==> src/rtl/lsu_dmem_port.sv <==
// Load/store unit between the memory stage and a valid/ready data memory.
// One request at a time: aligned requests go to memory, misaligned ones are answered locally.
module lsu_dmem_port #(
  parameter int WAIT_TIMEOUT = 255
) (
  input  logic        clk,
  input  logic        rst,
  input  logic        req_valid,
  output logic        req_ready,
  input  logic        req_is_store,
  input  logic [1:0]  req_size,
  input  logic        req_unsigned,
  input  logic [31:0] req_addr,
  input  logic [31:0] req_wdata,
  output logic        resp_valid,
  output logic [31:0] resp_rdata,
  output logic        resp_misaligned,
  output logic        resp_timeout,
  output logic        mem_valid,
  input  logic        mem_ready,
  output logic [31:0] mem_addr,
  output logic [3:0]  mem_we,
  output logic [31:0] mem_wdata,
  input  logic        mem_rvalid,
  input  logic [31:0] mem_rdata
);

  typedef enum logic [1:0] {IDLE, ISSUE, WAIT, RESP} state_t;

  localparam logic [7:0] TO_LAST = 8'(WAIT_TIMEOUT - 1);

  function automatic logic misaligned(input logic [1:0] size, input logic [1:0] lo);
    case (size)
      2'b00:   misaligned = 1'b0;
      2'b01:   misaligned = lo[0];
      2'b10:   misaligned = (lo != 2'b00);
      default: misaligned = 1'b1;
    endcase
  endfunction

  function automatic logic [3:0] store_we(input logic [1:0] size, input logic [1:0] off);
    case (size)
      2'b00:   store_we = 4'b0001 << off;
      2'b01:   store_we = 4'b0011 << off;
      default: store_we = 4'b1111;
    endcase
  endfunction

  function automatic logic [31:0] store_data(input logic [1:0] size, input logic [31:0] w);
    case (size)
      2'b00:   store_data = {4{w[7:0]}};
      2'b01:   store_data = {2{w[15:0]}};
      default: store_data = w;
    endcase
  endfunction

  function automatic logic [31:0] load_extract(input logic [1:0] size, input logic uns,
                                               input logic [1:0] off, input logic [31:0] word);
    logic [31:0] lane;
    lane = word >> {off, 3'b000};
    case (size)
      2'b00:   load_extract = uns ? {24'b0, lane[7:0]}  : {{24{lane[7]}}, lane[7:0]};
      2'b01:   load_extract = uns ? {16'b0, lane[15:0]} : {{16{lane[15]}}, lane[15:0]};
      default: load_extract = lane;
    endcase
  endfunction

  state_t      state_q, state_d;
  logic [7:0]  cnt_q, cnt_d;
  logic        mis_q, mis_d;
  logic        to_q, to_d;
  logic        is_store_q;
  logic [1:0]  size_q;
  logic        uns_q;
  logic [1:0]  off_q;
  logic [29:0] addr_q;
  logic [3:0]  we_q;
  logic [31:0] wdata_q;
  logic [31:0] rdata_q;
  logic        accept;
  logic        capture;

  assign accept = req_valid && (state_q == IDLE);

  always_comb begin
    state_d = state_q;
    cnt_d   = cnt_q;
    mis_d   = mis_q;
    to_d    = to_q;
    capture = 1'b0;
    case (state_q)
      IDLE: begin
        if (req_valid) begin
          mis_d   = misaligned(req_size, req_addr[1:0]);
          to_d    = 1'b0;
          state_d = mis_d ? RESP : ISSUE;
        end
      end
      ISSUE: begin
        if (mem_ready) begin
          state_d = is_store_q ? RESP : WAIT;
          cnt_d   = 8'd0;
        end
      end
      WAIT: begin
        if (mem_rvalid) begin
          capture = 1'b1;
          state_d = RESP;
        end else if ((WAIT_TIMEOUT != 0) && (cnt_q == TO_LAST)) begin
          to_d    = 1'b1;
          state_d = RESP;
        end else if (cnt_q != 8'hFF) begin
          cnt_d = cnt_q + 8'd1;
        end
      end
      default: state_d = IDLE;
    endcase
  end

  // control state: asynchronously reset
  always_ff @(posedge clk or posedge rst) begin
    if (rst) begin
      state_q    <= IDLE;
      cnt_q      <= 8'd0;
      mis_q      <= 1'b0;
      to_q       <= 1'b0;
      is_store_q <= 1'b0;
    end else begin
      state_q <= state_d;
      cnt_q   <= cnt_d;
      mis_q   <= mis_d;
      to_q    <= to_d;
      if (accept) is_store_q <= req_is_store;
    end
  end

  // datapath registers: outputs are gated by state, so no reset is needed
  always_ff @(posedge clk) begin
    if (accept) begin
      size_q  <= req_size;
      uns_q   <= req_unsigned;
      off_q   <= req_addr[1:0];
      addr_q  <= req_addr[31:2];
      we_q    <= req_is_store ? store_we(req_size, req_addr[1:0]) : 4'b0000;
      wdata_q <= req_is_store ? store_data(req_size, req_wdata) : 32'd0;
      rdata_q <= 32'd0;
    end else if (capture) begin
      rdata_q <= load_extract(size_q, uns_q, off_q, mem_rdata);
    end
  end

  assign req_ready       = (state_q == IDLE);
  assign mem_valid       = (state_q == ISSUE);
  assign mem_addr        = mem_valid ? {addr_q, 2'b00} : 32'd0;
  assign mem_we          = mem_valid ? we_q : 4'b0000;
  assign mem_wdata       = mem_valid ? wdata_q : 32'd0;
  assign resp_valid      = (state_q == RESP);
  assign resp_rdata      = resp_valid ? rdata_q : 32'd0;
  assign resp_misaligned = resp_valid && mis_q;
  assign resp_timeout    = resp_valid && to_q;

endmodule

==> config.mk <==
export PLATFORM = sky130hd
export DESIGN_NAME = lsu_dmem_port
export DESIGN_NICKNAME = d
export VERILOG_FILES = /design/src/rtl/lsu_dmem_port.sv
export SDC_FILE = /design/constraint.sdc
export NUM_CORES = 1
export LEC_CHECK = 0
export BUFFER_PORTS_ARGS = -buffer_cell sky130_fd_sc_hd__buf_2
export CORE_UTILIZATION = 45
export DETAILED_ROUTE_END_ITERATION = 10
export PLACE_DENSITY = 0.73
export SYNTH_ARGS = -nofsm -noshare
export SYNTH_HDL_FRONTEND = slang
export SYNTH_SLANG_ARGS = --single-unit
==> constraint.sdc <==
create_clock -name clk -period 5.9 [get_ports clk]
set_input_delay 0.59 -clock clk [delete_from_list [all_inputs] [get_ports clk]]
set_output_delay 0.59 -clock clk [all_outputs]
set_load 0.05 [all_outputs]
* Word level (Yosys, flattened, before mapping) *
Cells that the tools add are included.

storage, ports and cells
  output and inout port bits = 105
  input port bits = 105
  register bits after elaboration = 116

operators by class
  $add $sub $neg = 1
  reductions and logical operators = 13
  shift-type cells = 3
  equal/unequal tests = 15
  multiplexer cells = 30

operators with widths
  operator                                                               number
  32-bit two-way mux                                                     5
  32-bit case mux with 2 select lines                                    2
  8-bit two-way mux                                                      4
  32-bit by 5-bit right shift with 32-bit output                         1
  8-bit case mux with 2 select lines                                     1
  2-bit two-way mux                                                      5
  2-bit inequality test, second input constant                           5
  8-bit by 1-bit adder with 8-bit output, second input constant          1
  8-bit equality test, second input constant                             1
  1-bit two-way mux                                                      8
  8-bit inequality test, second input constant                           1
  4-bit case mux with 2 select lines                                     1
  2-bit by 1-bit equality test with 1-bit output, second input constant  3
  2-bit equality test, second input constant                             3
  2-bit zero test                                                        3
  2-bit case mux with 3 select lines                                     1
  2-bit nonzero test                                                     3
  5-bit AND reduction                                                    1
  4-bit two-way mux                                                      1
  4-bit AND reduction                                                    1
  1-bit by 2-bit left shift with 4-bit output, first input constant      1
  2-bit by 2-bit left shift with 4-bit output, first input constant      1
  1-bit logical AND                                                      3
  3-bit inequality test, second input constant                           1
  5 further kinds                                                        5

* Depth between registers and ports, before layout *
  depth in word-level cells = 7
  mapped depth = 7

* Worst setup path after synthesis *
OpenSTA, ideal clock, no wires.

  path type = reg-to-reg
  from = register state_q[0]
  to = register addr_q[0] (enable)
  cell stages (with the launch flop) = 6
  arrival time = 3.508 ns
  period minus slack after synthesis = 3.972 ns
  path buffers = 1
  setup slack = 1.928 ns
  library setup time = 0.463 ns
  path through = dfrtp_1 inv_1 ha_1 nand2_1 inv_1 clkbuf_1

on the way
  longest elaborated chain between the ends = 2

ends and longest elaborated chain
  item                    line  source
  start, declared         68    state_t state_q, state_d;
  start signal, assigned  129   state_q <= state_d;
  2-bit zero test         -
  via req_ready           9     output logic req_ready,
  1-bit logical AND       83    assign accept = req_valid && (state_q == IDLE);
  via accept              80    logic accept;
  end signal, assigned    143   addr_q <= req_addr[31:2];
  end, declared           76    logic [29:0] addr_q;

The timed path passes the listed nets, and every way through them passes these cells.
A chain may end at the register's enable or synchronous reset.

* Worst setup path after layout *
  from = register state_q[0]
  to = register wdata_q[21] (enable)

on the way
  longest elaborated chain between the ends = 2

ends and longest elaborated chain
  item                  line  source
  2-bit zero test       83
  1-bit logical AND     83
  end signal, assigned  145   wdata_q <= req_is_store ? store_data(req_size, req_wdata) : 32'd0;
  end, declared         78    logic [31:0] wdata_q;

No other way between the ends.

==> results.yml <==
outcome:
  outcome: "finished clean"
clock_tree:
  cts_made_buffers: 17
  clk_pin_slew_worst_paths_ns: 0.05
  cts.htree.levels: 4
  ctsRootBufferMaster: "sky130_fd_sc_hd__clkbuf_16"
  clock_sink_count: 116
  ctsHoldBuffers: 0
  post_cts.repair.setup_buffers: 0
  cts-root-to-sink-buffers: 2
  tritoncts_clock_tree: "yes"
  postCtsResizedCells: 0
  clock_latency_reported_for_the_late_side_of_the_worst_skew_pair_ns: 0.41
routing:
  drt-pass1-iter-count: 4
  totalWireLength_mm: 15.3
  antenna_left: 0
  initial_detailed_routing_violation_count: 397
  via_per_inst: 5.27
  via_total_after_detailed_routing: 4993
  avgRoutedWirePerCell_um: 16.1
  detail_route.drc_violations: 0
global_routing:
  grt_first_pass_wirelength_mm: 22.2
  grt_max_degree: 73
  grt-ovfl-total: 0
  first_global_vias: 4593
  antenna_found_initial: 0
  globalRouteTotalUtil: 0.217
synth:
  synth_top_cell_by_area: "sky130_fd_sc_hd__edfxtp_1"
  synth_cell_types: 51
  synth.avg_cell_area_um2: 10.4
  synthFlopType: "sky130_fd_sc_hd__edfxtp_1"
  synth_edf_count: 71
  synth_top_cells_by_area: "sky130_fd_sc_hd__edfxtp_1 36%, sky130_fd_sc_hd__and2_1 12%, sky130_fd_sc_hd__dfxtp_1 11%, sky130_fd_sc_hd__mux2i_1 6.7%, sky130_fd_sc_hd__dfrtp_1 5.4%"
  postSynthRegisterBits: 116
  synthCells: 575
  synth_async_sr_flop_share: 0.112
  synth-seq-area-share: 0.518
  mappedNetlistArea_um2: 5980
  synth_warnings: 0
  share_of_the_synthesized_area_in_the_top_cell_type: 0.357
cells_and_area:
  post_route_cells_drive_above_1_share: 0.320
  layout.cell_area.non_filler_um2: 7570
  register_area_um2: 3100
  antenna_cells: 0
  combined_area_of_the_multi_input_logic_cells_um2: 2660
  fillers: 1093
  design.final.nets: 874
  area_delta_synth_final_pct: 26.6
timing:
  setup_repair_after_global_routing_missed_its_margin: "false"
  slew_headroom: 0.294
  tns_ns: 0
  clock.fmax_mhz: 321
  report.final.slew_viol_count: 0
  hold_slack_ns: 0.206
  period_minus_slack_ns: 3.11
  timing.final.hold_violations: 0
  finalCritPeriodShare: 0.528
  fin_skew_ns: 0.00937
  setup_viol: 0
  max_slew.worst_pin.slew_ns: 1.06
placed_design:
  finalWeightedCongestion: 0.813
  dpl-instance-area_um2: 7060
  post_detailed_placement_half_perimeter_wirelength_mm: 10.8
  port-buffer-count: 207
floorplanning:
  initial_utilization: 0.468
  ios: 210
  core_area_um2: 12800
  chipWidth_um: 117
  die_height_um: 117
  die_footprint_um2: 13700
  row_count: 41
power:
  report.power.total_uw: 3720
  ir_worst_vdd_v: 0.000232
  power_per_cell_area_nw_per_um2: 491
  power.leakage_uw: 0.00344
critical_path:
  end_kind: "register"
  cp_data_required_time_ns: 6.01
  critical_path_at_ns: 3.23
  critical_path.startpoint_type: "register"
  timing_worst_setup_path_type: "reg2reg"
  worstPathMaxFanout: 47
flow_run:
  cap_viol_max_count: 0
worst_hold_path:
  hold_path_class: "in2async"
[flip-flops by register name (all words and copies together), names as in the netlist]
name        cells
state_q         2
mis_q           1
cnt_q           8
wdata_q        32
uns_q           1
off_q           2
rdata_q        32
size_q          2
to_q            1
we_q            4
addr_q         30
is_store_q      1
[path summary, 6_finish.rpt]
kind                                              start                         to  slack [ns]  depth (start not counted)
worst max-delay path             state_q[0]$_DFFE_PP0P_  wdata_q[21]$_SDFFCE_PN0P_        2.79                          5
worst min-delay path                                rst       cnt_q[5]$_DFFE_PP0P_        0.21                          2
worst max register to register   state_q[0]$_DFFE_PP0P_  wdata_q[21]$_SDFFCE_PN0P_        2.79                          5
worst min register to register  rdata_q[3]$_SDFFE_PP0P_    rdata_q[3]$_SDFFE_PP0P_        0.45                          2
max in group asynchronous                           rst     is_store_q$_DFFE_PP0P_        5.34                          2
min in group clk                            req_addr[5]        addr_q[3]$_DFFE_PP_        0.36                          1
[worst max-delay path, stage by stage, from the launching register on]
cell	delay (ns)
sky130_fd_sc_hd__dfrtp_1	0.39
sky130_fd_sc_hd__inv_1	0.09
sky130_fd_sc_hd__ha_1	0.27
sky130_fd_sc_hd__nand2_1	0.63
sky130_fd_sc_hd__clkinv_2	0.86
sky130_fd_sc_hd__buf_4	0.55
[logic make-up after synthesis]
logic type               share of synthesized area
buffers and inverters                       0.0375
AO/OA/AOI/OAI                                0.127
AND/OR/NAND/NOR                              0.217
other                                     0.000627
adder cells (fa/ha/maj)                     0.0126
multiplexers                                0.0865
flip-flops                                   0.518
[power breakdown]
group / leakage (µW) / internal (µW) / switching (µW)
logic: 0.00209 / 432 / 1200
clock network: 0.000246 / 564 / 325
registers: 0.00110 / 1100 / 99.8
[per-stage QoR]
step / setup slack [ns] / utilization / cells
3_5_place_dp: 2.82 / 0.553 / 916
3_3_place_gp: 2.91 / 0.553 / 916
6_report: 2.79 / 0.593 / 948
2_1_floorplan: 1.93 / - / 576
5_1_grt: 2.51 / 0.593 / 948
4_1_cts: 2.79 / 0.593 / 948
[synthesized netlist by cell type, drive strengths merged, types with 9 or more instances]
cell type	instances
and2	117
mux2i	40
clkbuf	28
dfxtp	32
edfxtp	71
o21ai	36
inv	9
a21oi	37
nor2b	10
mux2	10
buf	13
nor2	21
dfrtp	13
nand2	57
[cells in the final DEF (no fill, tap or decap), types with 2 or more instances in the layout]
cell type,instances
sky130_fd_sc_hd__edfxtp_1,71
sky130_fd_sc_hd__o221a_1,8
sky130_fd_sc_hd__nand3_1,7
sky130_fd_sc_hd__or3_1,2
sky130_fd_sc_hd__dfxtp_1,32
sky130_fd_sc_hd__clkinv_1,8
sky130_fd_sc_hd__nor4_1,2
sky130_fd_sc_hd__o21ai_0,36
sky130_fd_sc_hd__clkbuf_1,5
sky130_fd_sc_hd__mux2i_1,40
sky130_fd_sc_hd__a21boi_0,6
sky130_fd_sc_hd__and2_1,117
sky130_fd_sc_hd__inv_1,8
sky130_fd_sc_hd__o31ai_1,4
sky130_fd_sc_hd__nand2_1,56
sky130_fd_sc_hd__clkbuf_16,17
sky130_fd_sc_hd__o211ai_1,7
sky130_fd_sc_hd__or4_1,2
sky130_fd_sc_hd__nor2_1,21
sky130_fd_sc_hd__o21a_1,4
sky130_fd_sc_hd__conb_1,2
sky130_fd_sc_hd__a21oi_1,36
sky130_fd_sc_hd__nand2b_1,5
sky130_fd_sc_hd__buf_4,2
sky130_fd_sc_hd__ha_1,5
sky130_fd_sc_hd__nor2b_1,10
sky130_fd_sc_hd__a21boi_1,2
sky130_fd_sc_hd__dfrtp_1,13
sky130_fd_sc_hd__o2bb2ai_1,8
sky130_fd_sc_hd__buf_2,207
sky130_fd_sc_hd__clkinv_2,2
sky130_fd_sc_hd__mux2_2,9
[per-layer routing]
metal	track usage	routed length [µm]	part of all wire
met5	0	0	0
met4	0.0928	285	0.019
met3	0.0602	1080	0.071
met2	0.356	7540	0.49
met1	0.268	6370	0.42
[layout make-up]
type | count | share of cell area
multi-input cells | 410 | 0.352
well taps | 172 | 0.0284
inverters | 9 | 0.00463
repair buffers | 209 | 0.139
clock inverters | 10 | 0.00860
clock buffers | 22 | 0.0587
flip-flops and latches | 116 | 0.409
Power figures use the tool's default switching activity.
